$ cat src/rtl/control_demux.sv
// Joins a data token with a destination index and steers the token to one output lane
// through a single registered slot (1-cycle latency, full throughput when drained).
module control_demux #(
   parameter int unsigned SIZE       = 2,
   parameter int unsigned DATA_TYPE  = 32,
   parameter int unsigned INDEX_TYPE = 1
) (
   input  logic                        clk,
   input  logic                        rst,
   input  logic [DATA_TYPE-1:0]        ins,
   input  logic                        ins_valid,
   output logic                        ins_ready,
   input  logic [INDEX_TYPE-1:0]       index,
   input  logic                        index_valid,
   output logic                        index_ready,
   output logic [SIZE*DATA_TYPE-1:0]   outs,
   output logic [SIZE-1:0]             outs_valid,
   input  logic [SIZE-1:0]             outs_ready,
   output logic                        err
);

   localparam int unsigned IDX_W = 32;

   typedef enum logic {
      EMPTY = 1'b0,
      FULL  = 1'b1
   } state_t;

   state_t                 state_q;
   state_t                 state_d;
   logic [DATA_TYPE-1:0]   data_q;
   logic [DATA_TYPE-1:0]   data_d;
   logic [SIZE-1:0]        vld_q;
   logic [SIZE-1:0]        vld_d;
   logic                   err_q;
   logic                   err_d;

   logic                   drain_c;
   logic                   free_c;
   logic                   fire_c;
   logic                   idx_ok_c;
   logic [SIZE-1:0]        onehot_c;

   // Lane decode of the incoming index; an out-of-range index decodes to all zeros.
   always_comb begin
      onehot_c = '0;
      for (int unsigned i = 0; i < SIZE; i++) begin
         onehot_c[i] = (IDX_W'(index) == IDX_W'(i));
      end
   end

   assign idx_ok_c = (IDX_W'(index) < IDX_W'(SIZE));

   // vld_q is one-hot on the held lane, so masking with outs_ready picks outs_ready[sel].
   assign drain_c = |(vld_q & outs_ready);
   assign free_c  = (state_q == EMPTY) | drain_c;

   // Only combinational path from outs_ready: the readies. Readies drop while in reset.
   assign ins_ready   = rst & index_valid & free_c;
   assign index_ready = rst & ins_valid & free_c;
   assign fire_c      = rst & ins_valid & index_valid & free_c;

   // Slot state register and payload
   always_ff @(posedge clk or negedge rst) begin
      if (!rst) begin
         state_q <= EMPTY;
         data_q  <= '0;
         vld_q   <= '0;
         err_q   <= 1'b0;
      end else begin
         state_q <= state_d;
         data_q  <= data_d;
         vld_q   <= vld_d;
         err_q   <= err_d;
      end
   end

   // Next-state: load on an in-range fire, drop on an out-of-range fire, else drain or hold.
   always_comb begin
      state_d = state_q;
      data_d  = data_q;
      vld_d   = vld_q;
      err_d   = err_q;

      case (state_q)
         EMPTY: begin
            if (fire_c && idx_ok_c) begin
               state_d = FULL;
               data_d  = ins;
               vld_d   = onehot_c;
            end
         end
         FULL: begin
            if (fire_c && idx_ok_c) begin
               state_d = FULL;
               data_d  = ins;
               vld_d   = onehot_c;
            end else if (drain_c) begin
               state_d = EMPTY;
               vld_d   = '0;
            end
         end
         default: begin
            state_d = EMPTY;
            vld_d   = '0;
         end
      endcase

      if (fire_c && !idx_ok_c) begin
         err_d = 1'b1;
      end
   end

   assign outs       = {SIZE{data_q}};
   assign outs_valid = vld_q;
   assign err        = err_q;

endmodule

$ cat config.mk
export PLATFORM = sky130hd
export DESIGN_NAME = control_demux
export DESIGN_NICKNAME = d
export VERILOG_FILES = /design/src/rtl/control_demux.sv
export SDC_FILE = /design/constraint.sdc
export NUM_CORES = 1
export LEC_CHECK = 0
export BUFFER_PORTS_ARGS = -buffer_cell sky130_fd_sc_hd__buf_2
export CAP_MARGIN = 20
export CORE_UTILIZATION = 39
export CTS_BUF_LIST = sky130_fd_sc_hd__clkbuf_2
export CTS_CLUSTER_DIAMETER = 100
export DETAILED_ROUTE_END_ITERATION = 16
export PLACE_DENSITY_LB_ADDON = 0.08
export SLEW_MARGIN = 10
export SYNTH_ARGS = -nofsm -noshare
export SYNTH_HDL_FRONTEND = slang
export SYNTH_SLANG_ARGS = --single-unit
$ cat constraint.sdc
create_clock -name clk -period 1.4 [get_ports clk]
set_clock_uncertainty 0.05 [all_clocks]
set_input_delay 0.42 -clock clk [delete_from_list [all_inputs] [get_ports clk]]
set_output_delay 0.42 -clock clk [all_outputs]
set_load 0.01 [all_outputs]
# Yosys cells after proc, flatten, opt, wreduce, memory -nomap -nowiden
# Cells that the tools add are included.
# Widths: inputs -> output; s select.
[word_totals]
reg_bits = 35
in_bits = 39
out_inout_bits = 69
word_cells = 26
[op_classes]
n_eq_ne = 2
mux = 9
bitwise = 10
reduce_logical = 2
[ops]
columns = ["cell", "count"]
rows = [
  ["$mux 32", 1],
  ["$and 1x1->1", 6],
  ["$mux 2", 3],
  ["$pmux 2 s2", 1],
  ["$mux 1", 3],
  ["$ne 3x1->1 const B", 1],
  ["$and 2x2->2", 1],
  ["$ne 2x2->1 const B", 1],
  ["$not 1->1", 2],
  ["$pmux 1 s2", 1],
  ["$reduce_and 2->1", 1],
  ["$reduce_or 2->1", 1],
  ["$or 1x1->1", 1],
]

# Logic depth before layout (Yosys ltp)
# Gate-level depths: netlist of the first run.
[logic_depth]
ltp_word = 6
ltp_mapped = 4
mapped_depth_nobuf = 3

# Worst setup path before layout of the first run
# Ideal clock, no wire load.
[synth_path]
path_type = "input to register"
from = "input rst"
to = "register data_q[10]"
setup_ps = 125
t_arrival_ps = 1293
required_ps = 1225
path_slack_ps = -68
cell_stages = 4
path_buffers = 1
cell_sequence = "nand3_1 -> a21oi_4 -> buf_6 -> mux2_2"
[synth_between]
elab_chain_cells = 3
[synth_lines]
columns = ["element", "line_no", "rtl"]
rows = [
  ["start: declaration", "9", "input logic rst,"],
  ["$and 1x1->1 (3 in a row)", "61", "assign fire_c = rst & ins_valid & index_valid & free_c;"],
  ["end signal: assignment", "72", "data_q <= data_d;"],
  ["end: declaration", "31", "logic [DATA_TYPE-1:0] data_q;"],
]
# No other way between the ends.
# A chain may end at the register's enable or synchronous reset.

# Worst setup path after layout of the first run
[layout_path]
from = "register state_q"
to = "register data_q[31]"
[layout_between]
elab_chain_cells = 3
[layout_lines]
columns = ["element", "line_no", "rtl"]
rows = [
  ["start: declaration", "29", "state_t state_q;"],
  ["start signal: assignment", "71", "state_q <= state_d;"],
  ["$not 1->1", "n/a", ""],
  ["$or 1x1->1", "56", "assign free_c = (state_q == EMPTY) | drain_c;"],
  ["$and 1x1->1", "61", ""],
]
# No other way between the ends.

==> flow_summary.json, run 1 <==
{
  "status": "finished with violations",
  "violations": "negative setup slack",
  "path_max_fanout": 5,
  "vdd_ir_drop_max_mv": 1.147,
  "final_area_mm2": 0.002550,
  "hold_path.class": "in2async",
  "reg2reg_from": "state_q",
  "port_buffers": 106,
  "placed_cells": 243,
  "drive_gt1_frac": 0.8112,
  "cts-root-buf": "clkbuf_2",
  "ant_nets": 0,
  "post-route-period-util": 1.308,
  "clockBufferDepth": 2,
  "grt_pass1_vias": 1165,
  "initial_utilization": 0.4048,
  "start_kind": "register",
  "grtUsageMet3": 0.06034,
  "cts-htree-levels": 2,
  "top_usage_layer": "met2",
  "fin_nets": 272,
  "wire_per_inst_um": 13.81,
  "met2_usage": 0.2934,
  "cts_made_buffers": 5,
  "critPathRequiredTime_ns": 1.59,
  "synth_area_mm2": 0.001619,
  "cts_tree": "built",
  "syn_to_final_growth_pct": 57.50,
  "clk_pin_slew_ns": 0.17,
  "synth_area_per_cell_um2": 13.84,
  "ys_ff_latch": 35,
  "clockPowerShare": 0.073,
  "place_area_mm2": 0.002008,
  "yosysSeqAreaShare": 0.5410,
  "num_antenna_cells": 0,
  "cp-end-kind": "register",
  "yosys_warnings": 0,
  "p_int_w": 0.003672,
  "p_sw_w": 0.001985,
  "setup_viol": 44,
  "drv_cap": 0,
  "reg2regPathDepth": 7,
  "cts.sink_count": 35,
  "comb_power_share": 0.596,
  "vias": 1290,
  "swShare": 0.3509,
  "drc_errors": 0,
  "gr-total-overflow": 0,
  "dp_hpwl_um": 2375,
  "avgViaCountPerCell": 4.558,
  "worstSkewPairLatency_ns": 0.34,
  "dr.pass1.iters": 4,
  "drv_slew": 0,
  "pwr_density_cell_mw_per_mm2": 2219,
  "rows": 23,
  "finalWirelength_um": 3909,
  "grt_antenna_before_repair": 0,
  "syn_inst": 117,
  "synth_cell_types": 12,
  "track_usage": 0.1749,
  "ioPinCount": 108,
  "hold_viol": 0,
  "rrSetupSlack_ns": -0.43,
  "dieHeight_um": 66.43,
  "grt_use_met1": 0.2088,
  "die_w_um": 66.43,
  "dp_slack_ns": -0.2169,
  "die_area_mm2": 0.004413,
  "gp_congestion": 0.6947,
  "period_needed_ns": 1.831,
  "rsz0062_at_grt": "true",
  "final_common_cell": "buf_2",
  "syn_nets": 156,
  "grt_pass1_wl_um": 5568,
  "grt_max_degree": 22,
  "clock.fmax_ghz": 0.5462,
  "worst_r2r_endpoint": "data_q[31]",
  "p_leak_nw": 1.394,
  "coreArea_mm2": 0.004000,
  "worstPathArrival_ns": 2.02,
  "final_cell_count_no_fill": 283,
  "mostFrequentLayoutCells": "99 x buf_2, 35 x dfrtp_1, 32 x mux2_4",
  "fin_ws_ns": -0.4310,
  "path_class": "reg2reg",
  "pwr-share-seq": 0.331,
  "drt_iter0_markers": 30
}
registers in the layout (all words and copies together) (netlist names):
| signal | flops |
|---|---|
| data_q | 32 |
| outs_valid | 2 |
| state_q | 1 |
cells by family after synthesis:
kind of cell    after synthesis  synth area share
buf+inv                      38            0.1785
flops                        35            0.5410
mux                          32            0.2226
simple gates                  6           0.01777
compound gates                5           0.03787
other cells                   1          0.002316
layer usage:
layer  up-vias  part of all wire
met5         -                 0
met2        66              0.52
met4         0            0.0079
li1        588                 -
met3         4             0.077
met1       632              0.40
repair_timing:
item                                   in CTS  in global routing
setup buffers                              20                 19
hold buffers                                2                  0
cloned                                      3                  0
endpoints found under the hold margin      17                  0
pin swaps                                   4                  4
gates resized for setup                    44                 21
setup endpoints to repair                 100                103
layout make-up:
cell class / count / area [um^2]
multi-input cells: 44 / 596.8
repair buffers: 145 / 973.4
well taps: 50 / 62.56
clock inverters: 2 / 8.758
clock buffers: 5 / 25.02
inverters: 2 / 7.507
fillers: 313 / 1450
flip-flops and latches: 35 / 875.8
per-stage QoR:
| stage | power (W) | hold slack (ns) | util | TNS, ns |
|---|---|---|---|---|
| floorplan | 0.003603 | 0.07441 | - | -0.5893 |
| global placement | 0.004036 | 0.3340 | 0.5020 | -5.089 |
| detailed placement | 0.004089 | 0.3413 | 0.5020 | -5.718 |
| CTS | 0.005286 | 0.04117 | 0.6124 | -13.12 |
| global route | 0.006029 | 0.02142 | 0.6375 | -19.62 |
| finish | 0.005657 | 0.07514 | 0.6375 | -13.27 |
cell usage after synthesis:
cell type	number	area, um^2
dfrtp_1	35	875.8
buf_4	33	247.7
mux2_2	32	360.4
a22o_1	3	26.28
buf_6	3	33.78
nand2_1	3	11.26
and3_1	2	12.51
inv_1	2	7.510
a21boi_4	1	18.77
a21oi_4	1	16.27
conb_1	1	3.750
nand3_1	1	5.000
power by group through the flow:
stage | clock network [W] | logic, W | registers (W)
finish | 0.000415 | 0.00337 | 0.00187
global route | 0.000499 | 0.00360 | 0.00193
CTS | 0.000439 | 0.00299 | 0.00186
detailed placement | 0 | 0.00222 | 0.00187
global placement | 0 | 0.00220 | 0.00183
floorplan | 0 | 0.00151 | 0.00209
worst max path at each step:
stage | start | end
after floorplan | outs_valid[0] | data_q[10]
after global placement | outs_ready[1] | index_ready
after detailed placement | outs_ready[1] | ins_ready
after CTS | outs_valid[1] | index_ready
after global routing | outs_valid[1] | index_ready
final | state_q | data_q[31]
worst max-delay path: stages, from the launching register on:
cell      delay, ns
dfrtp_1        0.42
a21boi_4       0.15
buf_4          0.14
buf_6          0.11
a21oi_4        0.25
buf_6          0.17
buf_12         0.12
mux2_4         0.30
Power figures use the tool's default switching activity.
==> run 2, diff against run 1 <==
CORE_ASPECT_RATIO = 1.25   (was default)
SKIP_CTS_REPAIR_TIMING = 1   (was default)
==> flow_summary.json, run 2 (synthesis results as in run 1) <==
{
  "status": "finished with violations",
  "violations": "negative setup slack",
  "vias": 1201,
  "coreArea_mm2": 0.003879,
  "fin_ws_ns": -0.4242,
  "wire_per_inst_um": 13.58,
  "regMostFlops": "data_q",
  "syn_to_final_growth_pct": 51.55,
  "port_buffers": 106,
  "path_class": "reg2out",
  "start_kind": "register",
  "grt_pass1_wl_um": 4367,
  "cts.sink_count": 35,
  "die_area_mm2": 0.004415,
  "period_needed_ns": 1.824,
  "avgViaCountPerCell": 4.367,
  "rrSetupSlack_ns": -0.11,
  "critPathRequiredTime_ns": 0.93,
  "final_cell_count_no_fill": 275,
  "largest_register_ff_count": 32,
  "clk_pin_slew_ns": 0.16,
  "crit_slowest_cell": "dfrtp_1",
  "num_antenna_cells": 0,
  "num-fill-cells": 343,
  "ant_nets": 0,
  "grt_antenna_before_repair": 0,
  "dr.pass1.iters": 3,
  "die_w_um": 59.63,
  "post-route-period-util": 1.303,
  "rows": 25,
  "power.total_w": 0.005411,
  "grt_pass1_vias": 1005,
  "max_stage_delay_ns": 0.46,
  "hold_viol": 0,
  "dp_slack_ns": -0.2176,
  "drv_slew": 0,
  "gp_congestion": 0.6426,
  "crit_chain": "a21boi_4 > nand2_2 > and3_1 > buf_2",
  "final_core_util": 0.6326,
  "cts_made_buffers": 5,
  "placed_cells": 248,
  "fin_nets": 260,
  "path_depth": 4,
  "path_max_fanout": 3,
  "cts-htree-levels": 2,
  "worstPathArrival_ns": 1.35,
  "mostFrequentLayoutCells": "102 x buf_2, 35 x dfrtp_1, 32 x mux2_4",
  "drc_errors": 0,
  "setup_viol": 37,
  "cts_tree": "built",
  "dieHeight_um": 74.04,
  "worstSkewPairLatency_ns": 0.35,
  "track_usage": 0.1349,
  "drv_cap": 0,
  "tns_ns": -3.507,
  "reg2regPathDepth": 5,
  "reg2reg_from": "state_q",
  "pwr_density_cell_mw_per_mm2": 2205,
  "clockBufferDepth": 2,
  "p_leak_nw": 1.343,
  "cp-end-kind": "primary output",
  "drive_gt1_frac": 0.8009,
  "crit_family": "flip-flops",
  "finalWirelength_um": 3734,
  "dp_hpwl_um": 2390,
  "crit_buf_inv": 1,
  "final_common_cell": "buf_2",
  "cts-root-buf": "clkbuf_2",
  "initial_utilization": 0.4174,
  "grt_max_degree": 22,
  "ioPinCount": 108,
  "drt_iter0_markers": 12,
  "rsz0062_at_grt": "true",
  "clock.fmax_ghz": 0.5482,
  "worst_r2r_endpoint": "data_q[28]",
  "gr-total-overflow": 0,
  "vdd_ir_drop_max_mv": 1.043,
  "hold_path.class": "in2async"
}
run 2: changes by cell type in the layout (fill, tap and decap cells not counted), moves of 2 or more:
cell | before | now
buf_6 | 18 | 8
buf_4 | 21 | 17
clkbuf_16 | 0 | 3
buf_8 | 2 | 0
buf_2 | 99 | 102
run 2: how the worst max path moves through the flow:
| stage | to | start | slack [ns] |
|---|---|---|---|
| after floorplan | data_q[10] | outs_valid[0] | -0.02 |
| after global placement | index_ready | outs_ready[1] | -0.19 |
| after detailed placement | index_ready | outs_ready[1] | -0.22 |
| after CTS | index_ready | state_q | -0.51 |
| after global routing | ins_ready | state_q | -0.52 |
| final | ins_ready | outs_valid[1] | -0.42 |
run 2: worst register-to-register path, cell delays in order (launching register included):
cell,delay (ns)
dfrtp_1,0.42
a21boi_4,0.16
a21oi_4,0.16
buf_6,0.15
clkbuf_16,0.16
mux2_4,0.30
run 2: power by group:
part | switching, W | internal (W) | leakage, nW
logic | 0.00122 | 0.00174 | 0.881
registers | 0.000344 | 0.00150 | 0.423
clock network | 0.000301 | 0.000302 | 0.0391
run 2: cell type report:
| cell class | count | area (um^2) | share of cell area |
|---|---|---|---|
| Multi-Input combinational cell | 44 | 589.3 | 0.2402 |
| Clock inverter | 1 | 30.03 | 0.01224 |
| Inverter | 2 | 7.507 | 0.003060 |
| Clock buffer | 6 | 30.03 | 0.01224 |
| Sequential cell | 35 | 875.8 | 0.3570 |
| Tap cell | 54 | 67.56 | 0.02754 |
| Timing Repair Buffer | 133 | 853.3 | 0.3478 |
run 2: stage by stage:
stage / cell area (um^2) / hold slack [ns]
6_report: 2454 / 0.06229
5_1_grt: 2454 / 0.03237
3_5_place_dp: 2021 / 0.4013
4_1_cts: 2081 / -0.03086
2_1_floorplan: 1627 / 0.07441
3_3_place_gp: 2021 / 0.3934
run 2: routing by layer:
layer / up-vias / global-route usage / wire length (um)
li1: 570 / - / -
met1: 562 / 0.1384 / 1469
met2: 64 / 0.2385 / 1977
met3: 5 / 0.04870 / 233
met4: 0 / 0.06977 / 53
met5: - / 0 / 0
==> run 3, diff against run 2 <==
CORE_ASPECT_RATIO = default   (was 1.25)
CORE_UTILIZATION = 37   (was 39)
CTS_BUF_LIST = default   (was sky130_fd_sc_hd__clkbuf_2)
==> flow_summary.json, run 3 (synthesis results as in run 1) <==
{
  "track_usage": 0.1351,
  "drive_gt1_frac": 0.7913,
  "reg2regPathDepth": 6,
  "swShare": 0.3441,
  "clockBufferDepth": 2,
  "gr-total-overflow": 0,
  "hold_path.class": "in2async",
  "drv_slew": 0,
  "clockPowerShare": 0.164,
  "cts-htree-levels": 2,
  "dieHeight_um": 68.15,
  "cp-end-kind": "primary output",
  "placed_cells": 242,
  "rrSetupSlack_ns": -0.22,
  "drv_cap": 0,
  "grt_max_degree": 36,
  "setup_viol": 36,
  "final_common_cell": "buf_2",
  "worst_r2r_endpoint": "data_q[17]",
  "initial_utilization": 0.3962,
  "drt_iter0_markers": 23,
  "path_class": "reg2out",
  "reg2reg_from": "state_q",
  "hold_viol": 0,
  "power.total_w": 0.005199,
  "p_sw_w": 0.001789,
  "cts.sink_count": 35,
  "clock.fmax_ghz": 0.5686,
  "dr.pass1.iters": 3,
  "grt_pass1_wl_um": 4353,
  "pwr_density_cell_mw_per_mm2": 2244,
  "clk_pin_slew_ns": 0.07,
  "finalWirelength_um": 3431,
  "wire_per_inst_um": 13.40,
  "start_kind": "register",
  "p_leak_nw": 1.232,
  "post-route-period-util": 1.256,
  "rows": 23,
  "critPathLaunch": "outs_valid[1]",
  "mostFrequentLayoutCells": "104 x buf_2, 35 x dfrtp_1, 17 x mux2_4",
  "die_w_um": 68.15,
  "status": "finished with violations",
  "vias": 1190,
  "gp_congestion": 0.7277,
  "place_area_mm2": 0.002001,
  "critPathRequiredTime_ns": 0.93,
  "fin_ws_ns": -0.3588,
  "path_max_fanout": 3,
  "p_int_w": 0.003410,
  "grt_pass1_vias": 960,
  "vdd_ir_drop_max_mv": 1.244,
  "worstPathArrival_ns": 1.29,
  "ioPinCount": 108,
  "endpoint": "ins_ready",
  "largest_register_ff_count": 32,
  "num_antenna_cells": 0,
  "cts_made_buffers": 5,
  "coreArea_mm2": 0.004086,
  "worstSkewPairLatency_ns": 0.28,
  "grt_antenna_before_repair": 0,
  "violations": "negative setup slack",
  "fin_nets": 245,
  "ant_nets": 0,
  "port_buffers": 106,
  "pwr-share-seq": 0.357,
  "dp_hpwl_um": 2408,
  "cts_tree": "built",
  "die_area_mm2": 0.004644,
  "period_needed_ns": 1.759,
  "cts-root-buf": "clkbuf_8",
  "final_cell_count_no_fill": 256,
  "avgViaCountPerCell": 4.648,
  "rsz0062_at_grt": "true",
  "comb_power_share": 0.479,
  "final_area_mm2": 0.002317,
  "syn_to_final_growth_pct": 43.12,
  "num-fill-cells": 367,
  "drc_errors": 0,
  "regMostFlops": "data_q"
}
==> run 3: cell count changes in the layout (fill, tap and decap cells not counted), sizes merged <==
cell | previous run | this run
dlygate4sd3 | 1 | 0
buf | 129 | 115
==> run 3: power by group through the flow <==
stage / Clock (W) / Combinational [W] / Sequential (W)
after floorplan: 0 / 0.00151 / 0.00209
after global placement: 0 / 0.00222 / 0.00182
after detailed placement: 0 / 0.00222 / 0.00186
after CTS: 0.000891 / 0.00222 / 0.00185
after global routing: 0.000930 / 0.00272 / 0.00194
final: 0.000854 / 0.00249 / 0.00186
==> run 3: through the flow <==
stage	hold WS [ns]	TNS, ns	worst slack (ns)	utilization
finish	0.2764	-6.752	-0.3588	0.5671
global route	0.2999	-8.635	-0.4246	0.5671
global placement	0.4521	-4.458	-0.1940	0.4896
detailed placement	0.4618	-5.112	-0.2428	0.4896
CTS	0.2939	-1.316	-0.4269	0.5147
floorplan	0.07441	-0.5893	-0.02195	-
==> run 3: final cells by class <==
type | count | area (um^2) | area share
multi-input combinational | 44 | 538.0 | 0.2322
sequential | 35 | 875.8 | 0.3780
clock buffer | 6 | 72.57 | 0.03132
inverter | 2 | 7.507 | 0.003240
tap | 50 | 62.56 | 0.02700
timing repair buffer | 118 | 730.7 | 0.3153
clock inverter | 1 | 30.03 | 0.01296
==> run 3: worst min path at each step <==
stage | end | slack [ns]
finish | outs_valid[0] | 0.28
global route | data_q[27] | 0.30
CTS | outs_valid[0] | 0.29
detailed placement | data_q[25] | 0.46
global placement | data_q[23] | 0.45
floorplan | data_q[0] | 0.07
==> run 3: routing by layer <==
metal / global-route usage / wire length, um
met3: 0.04833 / 303
met2: 0.2377 / 1769
met5: 0 / 0
met1: 0.1331 / 1313
met4: 0.08594 / 46
==> run 3: critical path, stage by stage (launching register included) <==
cell and delay, ns:
dfrtp_1 0.42, a21boi_4 0.20, nand2_2 0.09, and3_4 0.18, buf_6 0.11
